--- src/rtl/tone_scheduler.sv ---
// Note sequencer for the square-wave tone generator: FIFO of (freq, dur) entries, tick prescaler, play FSM.
// Optional inter-note silence is compiled in with `define TONE_SCHED_GAP_EN.
module tone_scheduler #(
  parameter int DEPTH     = 8,
  parameter int TICK_DIV  = 48000,
  parameter int GAP_TICKS = 2
) (
  input  logic                     clock,
  input  logic                     reset_n,
  input  logic                     wr_valid,
  output logic                     wr_ready,
  input  logic [31:0]              wr_freq,
  input  logic [15:0]              wr_dur,
  input  logic                     flush,
  output logic [31:0]              out_freq,
  output logic                     gen_en,
  output logic                     busy,
  output logic                     note_done,
  output logic [$clog2(DEPTH):0]   level
);

  localparam int AW = $clog2(DEPTH);
  localparam int TW = (TICK_DIV > 1) ? $clog2(TICK_DIV) : 1;
  localparam logic [TW-1:0] TICK_LAST = TW'(TICK_DIV - 1);
  localparam logic [TW-1:0] TICK_PEN  = (TICK_DIV >= 2) ? TW'(TICK_DIV - 2) : '0;

`ifdef TONE_SCHED_GAP_EN
  localparam bit GAP_ON = (GAP_TICKS > 0);
  localparam logic [15:0] GAP_LOAD = 16'(GAP_TICKS - 1);
`else
  localparam bit GAP_ON = 1'b0 & (GAP_TICKS > 0);
`endif

  typedef enum logic [1:0] {
    IDLE,
    PLAY
`ifdef TONE_SCHED_GAP_EN
    , GAP
`endif
  } state_t;

  state_t        state;
  logic [31:0]   freq_mem [DEPTH];
  logic [15:0]   dur_mem  [DEPTH];
  logic [AW:0]   wr_ptr;
  logic [AW:0]   rd_ptr;
  logic [TW-1:0] tick_cnt;
  logic [15:0]   dur_cnt;
`ifdef TONE_SCHED_GAP_EN
  logic [15:0]   gap_cnt;
  logic          gap_end;
`endif

  logic        full;
  logic        empty;
  logic        push;
  logic        pop;
  logic        note_end;
  logic        seq_free;
  logic        go_gap;
  logic [31:0] head_freq;
  logic [15:0] head_dur;

  assign full      = (wr_ptr[AW] != rd_ptr[AW]) && (wr_ptr[AW-1:0] == rd_ptr[AW-1:0]);
  assign empty     = (wr_ptr == rd_ptr);
  assign level     = wr_ptr - rd_ptr;
  assign wr_ready  = !full && !flush;
  assign push      = wr_valid && wr_ready;
  assign head_freq = freq_mem[rd_ptr[AW-1:0]];
  assign head_dur  = dur_mem[rd_ptr[AW-1:0]];

  assign note_end = (state == PLAY) && (tick_cnt == TICK_LAST) && (dur_cnt == '0);
  assign go_gap   = note_end && GAP_ON;
`ifdef TONE_SCHED_GAP_EN
  assign gap_end  = (state == GAP) && (tick_cnt == TICK_LAST) && (gap_cnt == '0);
  assign seq_free = (state == IDLE) || (note_end && !GAP_ON) || gap_end;
`else
  assign seq_free = (state == IDLE) || note_end;
`endif
  // The sequencer may only take a new entry when idle or on the final cycle of a note/gap.
  assign pop = seq_free && !empty && !flush;

  always_ff @(posedge clock) begin
    if (push) begin
      freq_mem[wr_ptr[AW-1:0]] <= wr_freq;
      dur_mem[wr_ptr[AW-1:0]]  <= wr_dur;
    end
  end

  always_ff @(posedge clock or negedge reset_n) begin
    if (!reset_n) begin
      wr_ptr <= '0;
    end else if (flush) begin
      wr_ptr <= '0;
    end else if (push) begin
      wr_ptr <= wr_ptr + 1'b1;
    end
  end

  // note_done is registered, so it is raised on the edge that enters the last cycle of a note.
  always_ff @(posedge clock or negedge reset_n) begin
    if (!reset_n) begin
      state     <= IDLE;
      rd_ptr    <= '0;
      tick_cnt  <= '0;
      dur_cnt   <= '0;
`ifdef TONE_SCHED_GAP_EN
      gap_cnt   <= '0;
`endif
      out_freq  <= '0;
      gen_en    <= 1'b0;
      busy      <= 1'b0;
      note_done <= 1'b0;
    end else if (flush) begin
      state     <= IDLE;
      rd_ptr    <= '0;
      tick_cnt  <= '0;
      dur_cnt   <= '0;
      out_freq  <= '0;
      gen_en    <= 1'b0;
      busy      <= 1'b0;
      note_done <= 1'b0;
    end else begin
      note_done <= 1'b0;
      if (pop) begin
        state     <= PLAY;
        rd_ptr    <= rd_ptr + 1'b1;
        tick_cnt  <= '0;
        dur_cnt   <= (head_dur == '0) ? '0 : head_dur - 16'd1;
        out_freq  <= head_freq;
        gen_en    <= (head_freq != '0);
        busy      <= 1'b1;
        note_done <= (TICK_DIV == 1) && (head_dur <= 16'd1);
      end else if (seq_free) begin
        state    <= IDLE;
        tick_cnt <= '0;
        out_freq <= '0;
        gen_en   <= 1'b0;
        busy     <= 1'b0;
      end else if (go_gap) begin
`ifdef TONE_SCHED_GAP_EN
        state    <= GAP;
        tick_cnt <= '0;
        gap_cnt  <= GAP_LOAD;
        out_freq <= '0;
        gen_en   <= 1'b0;
        busy     <= 1'b1;
`endif
      end else if (state == PLAY) begin
        if (tick_cnt == TICK_LAST) begin
          tick_cnt  <= '0;
          dur_cnt   <= dur_cnt - 16'd1;
          note_done <= (TICK_DIV == 1) && (dur_cnt == 16'd1);
        end else begin
          tick_cnt  <= tick_cnt + 1'b1;
          note_done <= (tick_cnt == TICK_PEN) && (dur_cnt == '0);
        end
      end
`ifdef TONE_SCHED_GAP_EN
      else if (state == GAP) begin
        if (tick_cnt == TICK_LAST) begin
          tick_cnt <= '0;
          gap_cnt  <= gap_cnt - 16'd1;
        end else begin
          tick_cnt <= tick_cnt + 1'b1;
        end
      end
`endif
    end
  end

endmodule
--- config.mk ---
export PLATFORM = sky130hd
export DESIGN_NAME = tone_scheduler
export DESIGN_NICKNAME = d
export VERILOG_FILES = /design/src/rtl/tone_scheduler.sv
export SDC_FILE = /design/constraint.sdc
export NUM_CORES = 1
export LEC_CHECK = 0
export ABC_CLOCK_PERIOD_IN_PS = 5700
export BUFFER_PORTS_ARGS = -buffer_cell sky130_fd_sc_hd__buf_2
export CORE_MARGIN = 4
export CORE_UTILIZATION = 55
export DETAILED_ROUTE_END_ITERATION = 6
export PLACE_DENSITY = 0.85
export SYNTH_ARGS = -nofsm -noshare
export SYNTH_HDL_FRONTEND = slang
export SYNTH_SLANG_ARGS = --single-unit
export TNS_END_PERCENT = 10
--- constraint.sdc ---
create_clock -name clock -period 5.7 [get_ports clock]
set_input_delay 0 -clock clock [delete_from_list [all_inputs] [get_ports clock]]
set_output_delay 0 -clock clock [all_outputs]
set_load 0.01 [all_outputs]
==> flow_summary.json <==
{
  "status": "finished, final reports clean",
  "port-buffer-count": 91,
  "synth_cells": 1023,
  "yosys_warnings": 0,
  "cp_max_fo": 67,
  "tightest_slew_ns": 1.12,
  "synthXorXnorAreaFrac_pct": 1.43,
  "p_sw_share_pct": 28.6,
  "place.gp.congestion": 0.857,
  "hold_path_class": "input pin to async pin",
  "setup_violations": 0,
  "syn-num-nets": 1086,
  "synth_edf_count": 384,
  "track_usage_pct": 23.0,
  "drive_above_1_share_pct": 22.6,
  "slowest_stage": "buf_4",
  "synthAdderAreaFrac_pct": 0.790,
  "vdd_drop_max_uv": 317,
  "core_area_um2": 32800,
  "pin_count": 92,
  "busiest_layer": "met2",
  "synth_mux_area_share_pct": 14.2,
  "finalCritPeriodShare_pct": 65.9,
  "max_stage_delay_ns": 0.83,
  "slew_viol_final": 0,
  "switchingPower_w": 0.00247,
  "async_flop_share_pct": 16.3,
  "met3_usage_pct": 4.08,
  "yosys.area.top_type": "edfxtp_1",
  "synth_top_family_by_area": "multiplexers",
  "preCtsSetupSlack_ns": 1.99,
  "utilization_pct": 65.0,
  "use_met1_pct": 31.8,
  "rsz0062_at_grt": "no",
  "seqPwrFrac_pct": 46.3,
  "yosys-top-cells-area": "edfxtp_1 63%, dfrtp_1 10%, mux4_2 9.7%",
  "cts_sinks": 459,
  "arrival_ns": 4.21,
  "h-tree-depth": 2,
  "synth.avg_cell_area_um2": 18.0,
  "ant_nets": 0,
  "grt_max_degree": 76,
  "relSlewSlack_pct": 25.3,
  "pwr-share-comb_pct": 20.9,
  "cts_tree": "done",
  "worstPathRequired_ns": 6.15,
  "die_w_um": 191,
  "critical_path_class": "register to register",
  "drv_cap": 0,
  "drt_iter0_markers": 987,
  "synth_ff_type": "edfxtp_1",
  "routed_wl_um": 41200,
  "cts-root-buf": "clkbuf_16",
  "dieArea_um2": 36400,
  "routedWlPerCell_um": 24.7,
  "synth_seq_cells": 459,
  "syn_area_um2": 18400,
  "clockBufferDepth": 3,
  "drc": 0,
  "synth-compound-area-share_pct": 3.21,
  "cts_made_buffers": 44,
  "dieHeight_um": 191,
  "avgViaCountPerCell": 6.12,
  "placedCellCount": 1534,
  "grt_pass1_wl_um": 64100,
  "p_leak_nw": 7.48,
  "syn_to_final_growth_pct": 15.9,
  "crit_chain": "buf_4 -> mux4_1 -> mux2i_1 -> and4_4 -> nand3_1 -> nor3_1 -> mux2_2 -> o211ai_1",
  "synth-seq-area-share_pct": 72.9,
  "synth-simple-area-share_pct": 5.96,
  "clk-insertion-delay-late_ns": 0.56,
  "antenna_found_initial": 0,
  "firstDrtPassIters": 5,
  "fin_nets": 1252,
  "yosysUniqueCellTypes": 62,
  "worst_setup_path_end_kind": "register",
  "final-hold-violation-count": 0,
  "via_count": 10200,
  "overflow": 0,
  "synth_top_area_share_pct": 62.7,
  "cts.repair.resized": 0,
  "grt_pass1_vias": 10700,
  "clockPowerShare_pct": 32.8,
  "rows": 66,
  "worstSetupStartpointType": "register",
  "finalPower_w": 0.00863,
  "min_period_ns": 3.76,
  "hpwl_um": 23800,
  "power.internal_w": 0.00616,
  "power_density_nw_per_um2": 405,
  "worst_clock_skew_ns": 0.0295,
  "fillers": 2146,
  "finalNonFillerCells": 1665,
  "fmax_mhz": 266,
  "use_met2_pct": 38.9,
  "start_util_pct": 56.1,
  "clk_pin_slew_ns": 0.06,
  "setup_ws_ns": 1.94
}
## cell type report
| class | count | area, um^2 | area share [%] |
|---|---|---|---|
| diodes | 1 | 2.50 | 0.0117 |
| multi-input cells | 510 | 4770 | 22.4 |
| flip-flops and latches | 459 | 13400 | 63.0 |
| inverters | 14 | 52.6 | 0.247 |
| clock inverters | 23 | 235 | 1.10 |
| well taps | 442 | 553 | 2.60 |
| clock buffers | 56 | 1160 | 5.43 |
| repair buffers | 160 | 1120 | 5.24 |
## critical path: cells and delay by family, from the launching register on
kind | cells | cell delay, ns
AOI/OAI and AO/OA | 1 | 0.15
buffers and inverters | 1 | 0.83
DFF | 1 | 0.67
muxes | 3 | 1.34
and+or+nand+nor | 3 | 0.64
## synth_stat cells, types with 3 or more instances
library cell / count
clkbuf_1: 15
nor2b_1: 5
a22oi_1: 10
buf_2: 14
nand2_1: 75
or3_1: 5
or4_1: 4
o21ai_0: 50
nor4_1: 7
buf_1: 4
nand3_1: 19
buf_6: 3
mux4_1: 7
edfxtp_1: 384
mux4_2: 79
nor3_1: 12
inv_1: 13
nand4b_1: 3
o211ai_1: 9
nand4_1: 18
a21oi_1: 13
and3_1: 5
ha_1: 10
and2_1: 6
mux2i_1: 63
dfrtp_1: 75
xor2_1: 17
nor2_1: 45
xnor2_1: 13
## placed cells by master, fill, tap and decap left out, types with 17 or more instances in the layout
cell type and instances:
xor2_1 17, mux2i_1 63, buf_2 90, dfrtp_1 72, buf_4 18, nor2_1 38
o21ai_0 50, edfxtp_1 384, clkbuf_16 44, dlygate4sd3_1 51, nand4_1 18, nand2_1 75
nand3_1 19, mux4_2 79
## sequential cells by signal (all words and copies together), names as in the netlist
name,flops
dur_mem,128
dur_cnt,16
out_freq,32
rd_ptr,4
gen_en,1
tick_cnt,16
freq_mem,256
wr_ptr,4
note_done,1
busy,1
## stage by stage
step                      hold WS (ns)  TNS (ns)  instance area [um^2]
after floorplan                 -0.296    -32.46                 18400
after global placement           0.218         0                 19400
after detailed placement         0.240         0                 19400
after CTS                        0.189         0                 21300
after global routing             0.237         0                 21300
final                            0.156         0                 21300
## path summary, 6_finish.rpt
path / startpoint / endpoint / slack (ns) / cells after the start
setup / recovery: rd_ptr[1] / dur_cnt[10] / 1.94 / 8
hold / removal: reset_n / tick_cnt[9] / 0.16 / 2
setup reg to reg: rd_ptr[1] / dur_cnt[10] / 1.94 / 8
hold reg to reg: out_freq[21] / out_freq[21] / 0.49 / 2
max in group asynchronous: reset_n / rd_ptr[1] / 4.78 / 2
min in group clock: wr_freq[17] / freq_mem[7][17] / 0.25 / 2
## metal layers
metal,vias up,part of all wire (%)
met5,-,0
met4,0,2.0
met3,66,7.4
met2,484,52
met1,5241,39
li1,4400,-
## logic make-up (layout without fill, tap and decap cells)
| logic type | Yosys count | after routing |
|---|---|---|
| flops | 459 | 459 |
| simple gates | 220 | 220 |
| mux | 151 | 151 |
| compound gates | 98 | 98 |
| buf+inv | 54 | 253 |
| xor+xnor | 30 | 30 |
| fa+ha+maj | 11 | 11 |
| other cells | 0 | 1 |
## power by group through the flow
| stage | combinational (W) | clock (W) | sequential (W) |
|---|---|---|---|
| 2_1_floorplan | 0.00124 | 0 | 0.00402 |
| 3_3_place_gp | 0.00170 | 0 | 0.00405 |
| 3_5_place_dp | 0.00174 | 0 | 0.00405 |
| 4_1_cts | 0.00181 | 0.00286 | 0.00399 |
| 5_1_grt | 0.00196 | 0.00302 | 0.00401 |
| 6_report | 0.00180 | 0.00283 | 0.00399 |
## repair_timing
| action | in CTS | in global routing |
|---|---|---|
| hold buffers | 51 | 0 |
| setup buffers | 0 | 0 |
| endpoints found under the setup margin | 0 | 0 |
| hold endpoints to repair | 468 | 0 |
Power figures use the tool's default switching activity.
